**src/rtl/demux_rr_scheduler_pkg.sv**
```systemverilog
// Shared types and helpers for the round-robin 1-to-8 demux scheduler.
// Lane search wraps 7 -> 0; an empty mask returns the start lane unchanged.
package demux_pkg;

   localparam int NUM_LANES = 8;
   localparam int SEL_W     = 3;

   typedef enum logic [0:0] {
      EMPTY = 1'b0,
      HOLD  = 1'b1
   } state_e;

   function automatic logic [NUM_LANES-1:0] onehot8(input logic [SEL_W-1:0] sel);
      onehot8 = 8'h01 << sel;
   endfunction

   function automatic logic [SEL_W-1:0] next_enabled(input logic [NUM_LANES-1:0] mask,
                                                      input logic [SEL_W-1:0]     start);
      logic [SEL_W-1:0] idx;
      logic             found;
      next_enabled = start;
      found        = 1'b0;
      for (int i = 0; i < NUM_LANES; i++) begin
         idx = start + i[SEL_W-1:0];
         if (!found && mask[idx]) begin
            next_enabled = idx;
            found        = 1'b1;
         end else begin
            found = found;
         end
      end
   endfunction

endpackage

```
**src/rtl/demux_rr_scheduler_if.sv**
```systemverilog
// Input stream, lane outputs and status of the demux scheduler.
// The slave modport is the scheduler side; master is the surrounding datapath.
interface demux_rr_scheduler_if #(parameter int W = 8);
   import demux_pkg::*;

   logic                 in_valid;
   logic [W-1:0]         in_data;
   logic                 in_ready;
   logic [NUM_LANES-1:0] en_mask;
   logic [NUM_LANES-1:0] out_valid;
   logic [W-1:0]         out_data;
   logic [NUM_LANES-1:0] out_ready;
   logic [SEL_W-1:0]     cur_sel;
   logic                 busy;

   modport master (
      output in_valid, in_data, en_mask, out_ready,
      input  in_ready, out_valid, out_data, cur_sel, busy
   );

   modport slave (
      input  in_valid, in_data, en_mask, out_ready,
      output in_ready, out_valid, out_data, cur_sel, busy
   );

endinterface

```
**src/rtl/demux_rr_scheduler_pick.sv**
```systemverilog
// Rotating priority picker: first enabled lane at or after i_start, with wrap.
module demux_rr_pick
   import demux_pkg::*;
(
   input  logic [NUM_LANES-1:0] i_mask,
   input  logic [SEL_W-1:0]     i_start,
   output logic [SEL_W-1:0]     o_lane,
   output logic                 o_any
);

   // Search result and "some lane is enabled" flag.
   always_comb begin
      o_lane = next_enabled(i_mask, i_start);
      o_any  = |i_mask;
   end

endmodule

```
**src/rtl/demux_rr_scheduler.sv**
```systemverilog
// Round-robin sequencer for the 1-to-8 demux: bursts of BURST items per lane,
// skipping disabled lanes, with a single output holding stage.
module demux_rr_scheduler
   import demux_pkg::*;
#(
   parameter int W     = 8,
   parameter int BURST = 4
)(
   input  logic                  clk,
   input  logic                  rst_n,
   demux_rr_scheduler_if.slave   bus
);

   localparam logic [7:0] BURST_C = 8'(BURST);

   state_e               r_state;
   logic [NUM_LANES-1:0] r_out_valid;
   logic [W-1:0]         r_out_data;
   logic [SEL_W-1:0]     r_hsel;
   logic [SEL_W-1:0]     r_ptr;
   logic [7:0]           r_cnt;

   logic [SEL_W-1:0]     w_tgt;
   logic [SEL_W-1:0]     w_tgt_inc;
   logic [SEL_W-1:0]     w_adv;
   logic                 w_any;
   logic                 w_any_adv;
   logic                 w_busy;
   logic                 w_out_fire;
   logic                 w_in_ready;
   logic                 w_in_fire;
   logic [7:0]           w_cnt_base;
   logic [7:0]           w_cnt_inc;

   demux_rr_pick u_pick_tgt (
      .i_mask  (bus.en_mask),
      .i_start (r_ptr),
      .o_lane  (w_tgt),
      .o_any   (w_any)
   );

   // Burst advance looks for the next enabled lane strictly after the target.
   assign w_tgt_inc = w_tgt + 3'd1;

   demux_rr_pick u_pick_adv (
      .i_mask  (bus.en_mask),
      .i_start (w_tgt_inc),
      .o_lane  (w_adv),
      .o_any   (w_any_adv)
   );

   assign w_busy     = (r_state == HOLD);
   assign w_out_fire = w_busy & bus.out_ready[r_hsel];
   assign w_in_ready = w_any & (~w_busy | w_out_fire);
   assign w_in_fire  = bus.in_valid & w_in_ready;

   // A skipped lane restarts the burst count from the new target.
   always_comb begin
      if (w_tgt != r_ptr) begin
         w_cnt_base = 8'd0;
      end else begin
         w_cnt_base = r_cnt;
      end
      w_cnt_inc = w_cnt_base + 8'd1;
   end

   // Holding stage: load on accept, release on lane accept, otherwise stay frozen.
   always_ff @(posedge clk or negedge rst_n) begin
      if (!rst_n) begin
         r_state     <= EMPTY;
         r_out_valid <= 8'h00;
         r_out_data  <= {W{1'b0}};
         r_hsel      <= 3'd0;
      end else begin
         case (r_state)
            EMPTY: begin
               if (w_in_fire) begin
                  r_state     <= HOLD;
                  r_out_data  <= bus.in_data;
                  r_out_valid <= onehot8(w_tgt);
                  r_hsel      <= w_tgt;
               end else begin
                  r_state <= EMPTY;
               end
            end
            HOLD: begin
               if (w_in_fire) begin
                  r_out_data  <= bus.in_data;
                  r_out_valid <= onehot8(w_tgt);
                  r_hsel      <= w_tgt;
               end else if (w_out_fire) begin
                  r_state     <= EMPTY;
                  r_out_valid <= 8'h00;
               end else begin
                  r_state <= HOLD;
               end
            end
            default: begin
               r_state     <= EMPTY;
               r_out_valid <= 8'h00;
            end
         endcase
      end
   end

   // Lane pointer and burst counter move only when an item is accepted.
   always_ff @(posedge clk or negedge rst_n) begin
      if (!rst_n) begin
         r_ptr <= 3'd0;
         r_cnt <= 8'd0;
      end else if (w_in_fire) begin
         if (w_cnt_inc == BURST_C) begin
            r_cnt <= 8'd0;
            r_ptr <= w_any_adv ? w_adv : w_tgt;
         end else begin
            r_cnt <= w_cnt_inc;
            r_ptr <= w_tgt;
         end
      end else begin
         r_cnt <= r_cnt;
      end
   end

   assign bus.in_ready  = w_in_ready;
   assign bus.cur_sel   = w_tgt;
   assign bus.busy      = w_busy;
   assign bus.out_valid = r_out_valid;
   assign bus.out_data  = r_out_data;

endmodule
```
**src/flat_wrapper.sv**
```systemverilog
// flat-port wrapper written by rule: the top's interface ports become plain ports
module demux_rr_scheduler_flat import demux_pkg::*;
#(
   parameter int W     = 8,
   parameter int BURST = 4
)
  (clk, rst_n, bus_in_valid, bus_in_data, bus_en_mask, bus_out_ready, bus_in_ready, bus_out_valid, bus_out_data, bus_cur_sel, bus_busy);
  demux_rr_scheduler_if #(.W(W)) bus_i ();
  input  logic clk;
  input  logic rst_n;
  input wire logic [$bits(bus_i.in_valid)-1:0] bus_in_valid;
  input wire logic [$bits(bus_i.in_data)-1:0] bus_in_data;
  input wire logic [$bits(bus_i.en_mask)-1:0] bus_en_mask;
  input wire logic [$bits(bus_i.out_ready)-1:0] bus_out_ready;
  output wire logic [$bits(bus_i.in_ready)-1:0] bus_in_ready;
  output wire logic [$bits(bus_i.out_valid)-1:0] bus_out_valid;
  output wire logic [$bits(bus_i.out_data)-1:0] bus_out_data;
  output wire logic [$bits(bus_i.cur_sel)-1:0] bus_cur_sel;
  output wire logic [$bits(bus_i.busy)-1:0] bus_busy;
  assign bus_i.in_valid = bus_in_valid;
  assign bus_i.in_data = bus_in_data;
  assign bus_i.en_mask = bus_en_mask;
  assign bus_i.out_ready = bus_out_ready;
  assign bus_in_ready = bus_i.in_ready;
  assign bus_out_valid = bus_i.out_valid;
  assign bus_out_data = bus_i.out_data;
  assign bus_cur_sel = bus_i.cur_sel;
  assign bus_busy = bus_i.busy;
  demux_rr_scheduler #(.W(W), .BURST(BURST)) u_core (.clk(clk), .rst_n(rst_n), .bus(bus_i));
endmodule
```
**config.mk**
```make
export PLATFORM = sky130hd
export DESIGN_NAME = demux_rr_scheduler_flat
export DESIGN_NICKNAME = d
export VERILOG_FILES = /design/src/rtl/demux_rr_scheduler_pkg.sv /design/src/rtl/demux_rr_scheduler_if.sv /design/src/rtl/demux_rr_scheduler_pick.sv /design/src/rtl/demux_rr_scheduler.sv /design/src/flat_wrapper.sv
export SDC_FILE = /design/constraint.sdc
export NUM_CORES = 1
export LEC_CHECK = 0
export CORE_MARGIN = 3
export CORE_UTILIZATION = 50
export CTS_CLUSTER_DIAMETER = 200
export DETAILED_ROUTE_END_ITERATION = 10
export GPL_ROUTABILITY_DRIVEN = 0
export PLACE_DENSITY = 0.85
export SLEW_MARGIN = 20
export SYNTH_ARGS = -nofsm -noshare
export SYNTH_HDL_FRONTEND = slang
export SYNTH_HIERARCHICAL = 1
export SYNTH_SLANG_ARGS = --single-unit
```
**constraint.sdc**
```tcl
create_clock -name clk -period 11.59 [get_ports clk]
set_input_delay 2.318 -clock clk [delete_from_list [all_inputs] [get_ports clk]]
set_output_delay 2.318 -clock clk [all_outputs]
set_load 0.005 [all_outputs]
```
# Word-level counts from Yosys, hierarchy flattened
# Cells that the tools add are included.
[word_totals]
output_inout_bits = 21
in_bits = 27
word_cells = 155
ff_bits = 31
[classes]
shifts = 1
addsub = 16
bitwise_logic = 5
mux = 76
n_reduce_logical = 30
n_lt_le_gt_ge = 17
eq_ne = 4
[ops]
columns = ["op", "count"]
rows = [
  ["3-bit by 4-bit < comparator with 1-bit output (second input constant)", 17],
  ["1-bit binary-select mux with 3-bit select", 17],
  ["3-bit two-way mux", 17],
  ["8-bit two-way mux", 6],
  ["1-bit two-way mux", 34],
  ["3-bit adder (second input constant)", 8],
  ["8-bit case mux with 2 select lines", 1],
  ["1-bit logical AND", 14],
  ["1-bit zero test", 14],
  ["3-bit by 2-bit adder with 3-bit output (second input constant)", 4],
  ["3-bit by 1-bit adder with 3-bit output (second input constant)", 3],
  ["8-bit by 1-bit adder with 8-bit output (second input constant)", 1],
  ["8-bit by 3-bit == test with 1-bit output (second input constant)", 1],
  ["8-bit OR reduction", 1],
  ["1-bit by 3-bit << shifter with 8-bit output (first input constant)", 1],
  ["1-bit AND", 3],
  ["3-bit inequality test", 1],
  ["3-bit inequality test (second input constant)", 1],
  ["2-bit by 1-bit inequality test with 1-bit output (second input constant)", 1],
  ["1-bit case mux with 2 select lines", 1],
  ["2-bit AND reduction", 1],
  ["1-bit NOT", 1],
  ["1-bit bitwise OR", 1],
]

# Logic depth before layout (Yosys ltp)
[logic_depth]
word_depth = 51
mapped_depth = 26
mapped_depth_nobuf = 20

# Modules after synthesis
# Netlist, hierarchy kept.
[modules_own_cells]
columns = ["mod", "cells_per_inst", "area_each_um2", "n_inst", "seq_area_each_um2"]
rows = [
  ["demux_rr_pick", 92, 954.7, 2, 0.0],
  ["demux_rr_scheduler", 158, 1696.6, 1, 775.7],
]

# Worst setup path before layout
# No wires, ideal clock.
[synth_timing]
path_kind = "input port to flip-flop"
from = "in bus_en_mask[7]"
to = "reg u_core.r_ptr[1]"
path_stages = 20
arrival_time_ns = 6.584
path_slack_ns = 4.923
setup_ns = 0.083
required_ns = 11.507
n_path_buf = 2
path_cell_list = "mux4_1 > mux2i_1 > a32oi_1 > nor2b_1 > a21oi_1 > xnor2_1 > inv_1 > ha_1 > buf_6 > inv_1 > ha_1 > buf_6 > mux4_1 > mux2i_1 > a32oi_1 > nor2b_1 > o211ai_1 > a32oi_1 > mux2i_1 > o21ai_0"
[synth_between]
elab_chain_cells = 51
word_cells_on_any_way = 105
classes_between = "add/sub (9); eq/ne (2); mux (63); bitwise (2); reduce/logical (29)"
[synth_rtl]
columns = ["element", "line_no", "text"]
rows = [
  ["from (decl)", "flat_wrapper.sv:13", "input wire logic [$bits(bus_i.en_mask)-1:0] bus_en_mask;"],
  ["1-bit binary-select mux with 3-bit select", "demux_rr_scheduler_pkg.sv:25", "if (!found && mask[idx]) begin"],
  ["1-bit two-way mux (not written as such)", "demux_rr_scheduler_pkg.sv:25", ""],
  ["1-bit two-way mux", "demux_rr_scheduler_pkg.sv:25", ""],
  ["1-bit zero test", "demux_rr_scheduler_pkg.sv:25", ""],
  ["1-bit logical AND", "demux_rr_scheduler_pkg.sv:25", ""],
  ["1-bit two-way mux", "demux_rr_scheduler_pkg.sv:25", ""],
  ["1-bit zero test", "demux_rr_scheduler_pkg.sv:25", ""],
  ["1-bit logical AND", "demux_rr_scheduler_pkg.sv:25", ""],
  ["[16 not listed]", "-", ""],
  ["net bus_cur_sel[0]", "flat_wrapper.sv:18", "output wire logic [$bits(bus_i.cur_sel)-1:0] bus_cur_sel;"],
  ["3-bit by 1-bit adder with 3-bit output *", "demux_rr_scheduler.sv:43", "assign w_tgt_inc = w_tgt + 3'd1;"],
  ["net u_core.w_tgt_inc[0]", "demux_rr_scheduler.sv:24", "logic [SEL_W-1:0] w_tgt_inc;"],
  ["branches (longest 23 deep; another with 3-bit by 1-bit adder with 3-bit output)", "-", ""],
  ["3-bit two-way mux *", "demux_rr_scheduler_pkg.sv:25", ""],
  ["net u_core.w_adv[1]", "demux_rr_scheduler.sv:25", "logic [SEL_W-1:0] w_adv;"],
  ["3-bit two-way mux *", "demux_rr_scheduler.sv:114", "r_ptr <= w_any_adv ? w_adv : w_tgt;"],
  ["3-bit two-way mux *", "demux_rr_scheduler.sv:112", "if (w_cnt_inc == BURST_C) begin"],
  ["to (signal assigned)", "demux_rr_scheduler.sv:114", ""],
  ["to (signal assigned)", "demux_rr_scheduler.sv:117", "r_ptr <= w_tgt;"],
  ["to (decl)", "demux_rr_scheduler.sv:20", "logic [SEL_W-1:0] r_ptr;"],
]
# Mark *: on every way through the listed nets, which the timed path passes. The select of a mux whose other input is x is not followed.
# A chain may end at the register's enable or synchronous reset.

# Worst setup path after layout
[layout_timing]
from = "in bus_en_mask[5]"
to = "reg u_core.r_ptr[1]"
[layout_between]
elab_chain_cells = 51
word_cells_on_any_way = 105
classes_between = "add/sub (9); eq/ne (2); mux (63); bitwise (2); reduce/logical (29)"
[layout_rtl]
columns = ["element", "line_no"]
rows = [
  ["1-bit binary-select mux with 3-bit select", "demux_rr_scheduler_pkg.sv:25"],
  ["1-bit two-way mux (not written as such)", "demux_rr_scheduler_pkg.sv:25"],
  ["1-bit two-way mux", "demux_rr_scheduler_pkg.sv:25"],
  ["1-bit zero test", "demux_rr_scheduler_pkg.sv:25"],
  ["1-bit logical AND", "demux_rr_scheduler_pkg.sv:25"],
  ["1-bit two-way mux", "demux_rr_scheduler_pkg.sv:25"],
  ["1-bit zero test", "demux_rr_scheduler_pkg.sv:25"],
  ["1-bit logical AND", "demux_rr_scheduler_pkg.sv:25"],
  ["[15 not listed]", "-"],
  ["3-bit two-way mux *", "demux_rr_scheduler_pkg.sv:25"],
  ["3-bit by 1-bit adder with 3-bit output *", "demux_rr_scheduler.sv:43"],
  ["net u_core.w_tgt_inc[0]", "demux_rr_scheduler.sv:24"],
  ["branches (longest 23 deep; another with 3-bit by 1-bit adder with 3-bit output)", "-"],
  ["3-bit two-way mux *", "demux_rr_scheduler_pkg.sv:25"],
  ["net u_core.w_adv[1]", "demux_rr_scheduler.sv:25"],
  ["3-bit two-way mux *", "demux_rr_scheduler.sv:114"],
  ["3-bit two-way mux *", "demux_rr_scheduler.sv:112"],
]
# Marked as above.

==> impl_metrics.json <==
{
  "run_status": "finished clean",
  "post_synth_mux_area_share": 0.318,
  "die-height_um": 90.9,
  "die_x_um": 90.9,
  "tns_ns": 0,
  "drcViolationCount": 0,
  "postRouteAntennaNets": 0,
  "min_delay_worst_endpoint": "u_core/bus.out_valid[6]",
  "cts.reportedPaths.clkPinSlew_ns": 0.06,
  "unrepaired_setup_endpoints_after_global_routing": "no",
  "number_of_setup_buffers_added_after_cts": 0,
  "area_delta_synth_final_pct": 14.6,
  "yosys.area_share.xor_xnor": 0.0510,
  "routed-via-count": 3128,
  "final_core_utilization": 0.599,
  "drt_pre_antenna_iters": 5,
  "timing_hold_violations_final": 0,
  "filler_cell_count": 568,
  "cts_resized": 0,
  "critical-path-slowest-cell": "ha_1",
  "hold_start": "u_core/bus.out_valid[6]",
  "portBuffers": 47,
  "fin_crit_sh": 0.756,
  "clock_tree.htree_level_count": 2,
  "timing.reg2reg.worst_path_depth": 20,
  "synth_fp_nets": 380,
  "starting_density_of_the_core": 0.522,
  "crit_chain": "clkdlybuf4s50_1 -> mux4_1 -> mux2i_1 -> a32oi_1 -> nor2b_1 -> a21oi_1 -> xnor2_1 -> inv_1 -> ha_1 -> inv_1 -> ha_1 -> mux4_1 -> mux2i_1 -> a32oi_1 -> nor2b_1 -> o211ai_1 -> a32oi_1 -> mux2i_1 -> o21ai_0",
  "floorplan.io_pins": 48,
  "worst-slew-pin-transition_ns": 0.767,
  "finalWirelength_mm": 9.12,
  "cts_hold_buffers": 0,
  "timing.critical_path.arrival_ns": 8.96,
  "synth_top_family_by_area": "multiplexers",
  "synthArstFlopShare": 1.00,
  "crit_path_max_incr_delay_ns": 0.83,
  "min_path_type": "reg2reg",
  "antenna_cells_inserted": 0,
  "antenna_found_initial": 0,
  "drt-initial-drc-count": 221,
  "nNetsFinal": 417,
  "vias_in_the_first_global_route": 3044,
  "multiInputGateArea_um2": 2620,
  "core_area_um2": 6910,
  "setup.reg_to_reg.worst_slack_ns": 3.75,
  "worst_ep_required_time_ns": 11.80,
  "worst_hold_path.num_cells": 1,
  "cap_viol_max_count": 0,
  "clock.fmax_mhz": 114,
  "mappedNetlistArea_um2": 3610,
  "yosys_most_used_dff": "dfrtp_1",
  "share_of_layout_cells_above_drive_strength_1": 0.147,
  "std_cell_rows": 30,
  "slew-limit-headroom": 0.488,
  "wire_per_inst_um": 19.2,
  "global_route_wire_length_before_repair_mm": 14.8,
  "seq_area_frac_synth": 0.215,
  "synth.lib_cells_used.distinct": 55,
  "fin_worst_skew_ns": 0.00641,
  "syn-instance-count": 342,
  "edff_count_synth": 0,
  "synth_fa_ha_area_frac": 0.0382,
  "gr-usage-all-layers": 0.218,
  "synth.avg_cell_area_um2": 10.5,
  "synth_compound_gate_area_share": 0.186,
  "timing_worst_setup_path_type": "in2reg",
  "final_report_max_slew_violation_count": 0,
  "synth.ff_latch_count": 31,
  "worst_path_fanout_max": 16,
  "ff_latch_area_um2": 776,
  "cts-buffers-inserted": 5,
  "layout_min_cycle_time_ns": 8.76,
  "numClockSinks": 31,
  "clock-root-buffer": "clkbuf_8",
  "crit-reg2reg-launch": "u_core/r_ptr[0]",
  "clockBufferDepth": 2,
  "die-area_um2": 8270,
  "gr-total-overflow": 0,
  "cts_tree": "built",
  "place_hpwl_mm": 6.52,
  "grt_start_max_net_pins": 32,
  "crit-reg2reg-capture": "u_core/r_ptr[1]",
  "synth-warning-count": 6,
  "route.detailed.vias_per_inst": 6.57,
  "critical_path.startpoint_type": "input pin",
  "setup.worst_path.end_class": "flip-flop",
  "worstSkewPairLatency_ns": 0.28,
  "yosys.area_share.simple": 0.132,
  "setup_violations": 0
}
## state kept, by name, summed over array words and instances (netlist names)
name,flops
u_core/bus.out_data,8
u_core/bus.out_valid,8
u_core/r_cnt,8
u_core/r_hsel,3
u_core/r_ptr,3
u_core/bus.busy,1
## layer usage
metal / global-route usage / share of wire / up-vias
li1: - / - / 1429
met1: 0.282 / 0.40 / 1539
met2: 0.364 / 0.50 / 139
met3: 0.0508 / 0.075 / 21
met4: 0.0666 / 0.018 / 0
met5: 0 / 0 / -
## cells in the mapped netlist (all sizes together), types with 4 or more instances
master | count | area [um2]
a21boi | 4 | 37.5
a21o | 4 | 30.0
a21oi | 16 | 80.1
a221o | 5 | 50.1
a22o | 4 | 35.0
a22oi | 4 | 30.0
a31oi | 8 | 65.1
a32oi | 4 | 35.0
and2 | 5 | 31.3
and3 | 6 | 37.5
buf | 16 | 148
dfrtp | 31 | 776
ha | 11 | 138
inv | 15 | 56.3
mux2 | 14 | 188
mux2i | 20 | 283
mux4 | 28 | 676
nand2 | 26 | 97.6
nand3 | 11 | 55.1
nand4 | 6 | 37.5
nor2 | 17 | 66.3
nor2b | 5 | 31.3
nor3 | 4 | 20.0
nor4 | 5 | 31.3
o21ai | 21 | 105
o31ai | 7 | 52.6
xnor2 | 11 | 149
xor2 | 4 | 35.0
## through the flow
step	std cells	hold slack (ns)	area, um2	setup slack [ns]
final	476	0.493	4130	2.83
after detailed placement	468	0.481	4050	2.65
after global placement	468	0.478	4050	3.05
after global routing	476	0.509	4130	2.52
after floorplan	342	0.454	3610	4.92
after CTS	476	0.491	4130	2.94
## worst max path at each step
stage / cells past startpoint / end / startpoint
5_1_grt: 19 / u_core/r_ptr[1] / bus_en_mask[4]
6_report: 19 / u_core/r_ptr[1] / bus_en_mask[5]
4_1_cts: 19 / u_core/r_ptr[1] / bus_en_mask[5]
3_3_place_gp: 19 / u_core/r_ptr[1] / bus_en_mask[0]
3_5_place_dp: 19 / u_core/r_ptr[1] / bus_en_mask[5]
2_1_floorplan: 20 / u_core/r_ptr[1] / bus_en_mask[7]
## cell families after synthesis
kind of cell / Yosys count
compound gates: 94
xor+xnor: 15
fa+ha+maj: 11
simple gates: 95
flops: 31
buf+inv: 34
mux: 62
## cell usage in the layout, fill, tap and decap left out, types with 4 or more instances in the layout
| master | instances |
|---|---|
| clkdlybuf4s50_1 | 47 |
| dfrtp_1 | 31 |
| nand2_1 | 26 |
| o21ai_0 | 19 |
| nor2_1 | 16 |
| a21oi_1 | 16 |
| mux4_2 | 16 |
| inv_1 | 15 |
| mux2i_1 | 12 |
| mux4_1 | 12 |
| nand3_1 | 11 |
| ha_1 | 11 |
| mux2_4 | 8 |
| xnor2_1 | 7 |
| o31ai_1 | 7 |
| a31oi_1 | 7 |
| and3_1 | 6 |
| mux2_2 | 6 |
| mux2i_4 | 6 |
| nand4_1 | 6 |
| clkbuf_8 | 5 |
| and2_1 | 5 |
| nor2b_1 | 5 |
| nor4_1 | 5 |
| a221o_1 | 5 |
| nor3_1 | 4 |
| a22o_1 | 4 |
| a32oi_1 | 4 |
| xor2_1 | 4 |
| a22oi_1 | 4 |
| a21o_1 | 4 |
## critical path, delay by kind of cell
kind	cells	cell delay, ns
AOI/OAI and AO/OA	6	1.14
xor gates and xnor gates	1	0.48
adders and majority gates	2	1.50
buffers and inverters	3	1.25
muxes	5	1.74
and+or+nand+nor	2	0.53
## final cells by class
class | instances | area share
Clock buffer | 7 | 0.0185
Clock inverter | 1 | 0.00121
Inverter | 15 | 0.0136
Multi-Input combinational cell | 277 | 0.633
Sequential cell | 31 | 0.188
Tap cell | 96 | 0.0291
Timing Repair Buffer | 49 | 0.117
Power is left out: the tool's default activity adds up to more than one toggle a clock period on the data nets, which glitch-free logic cannot reach.
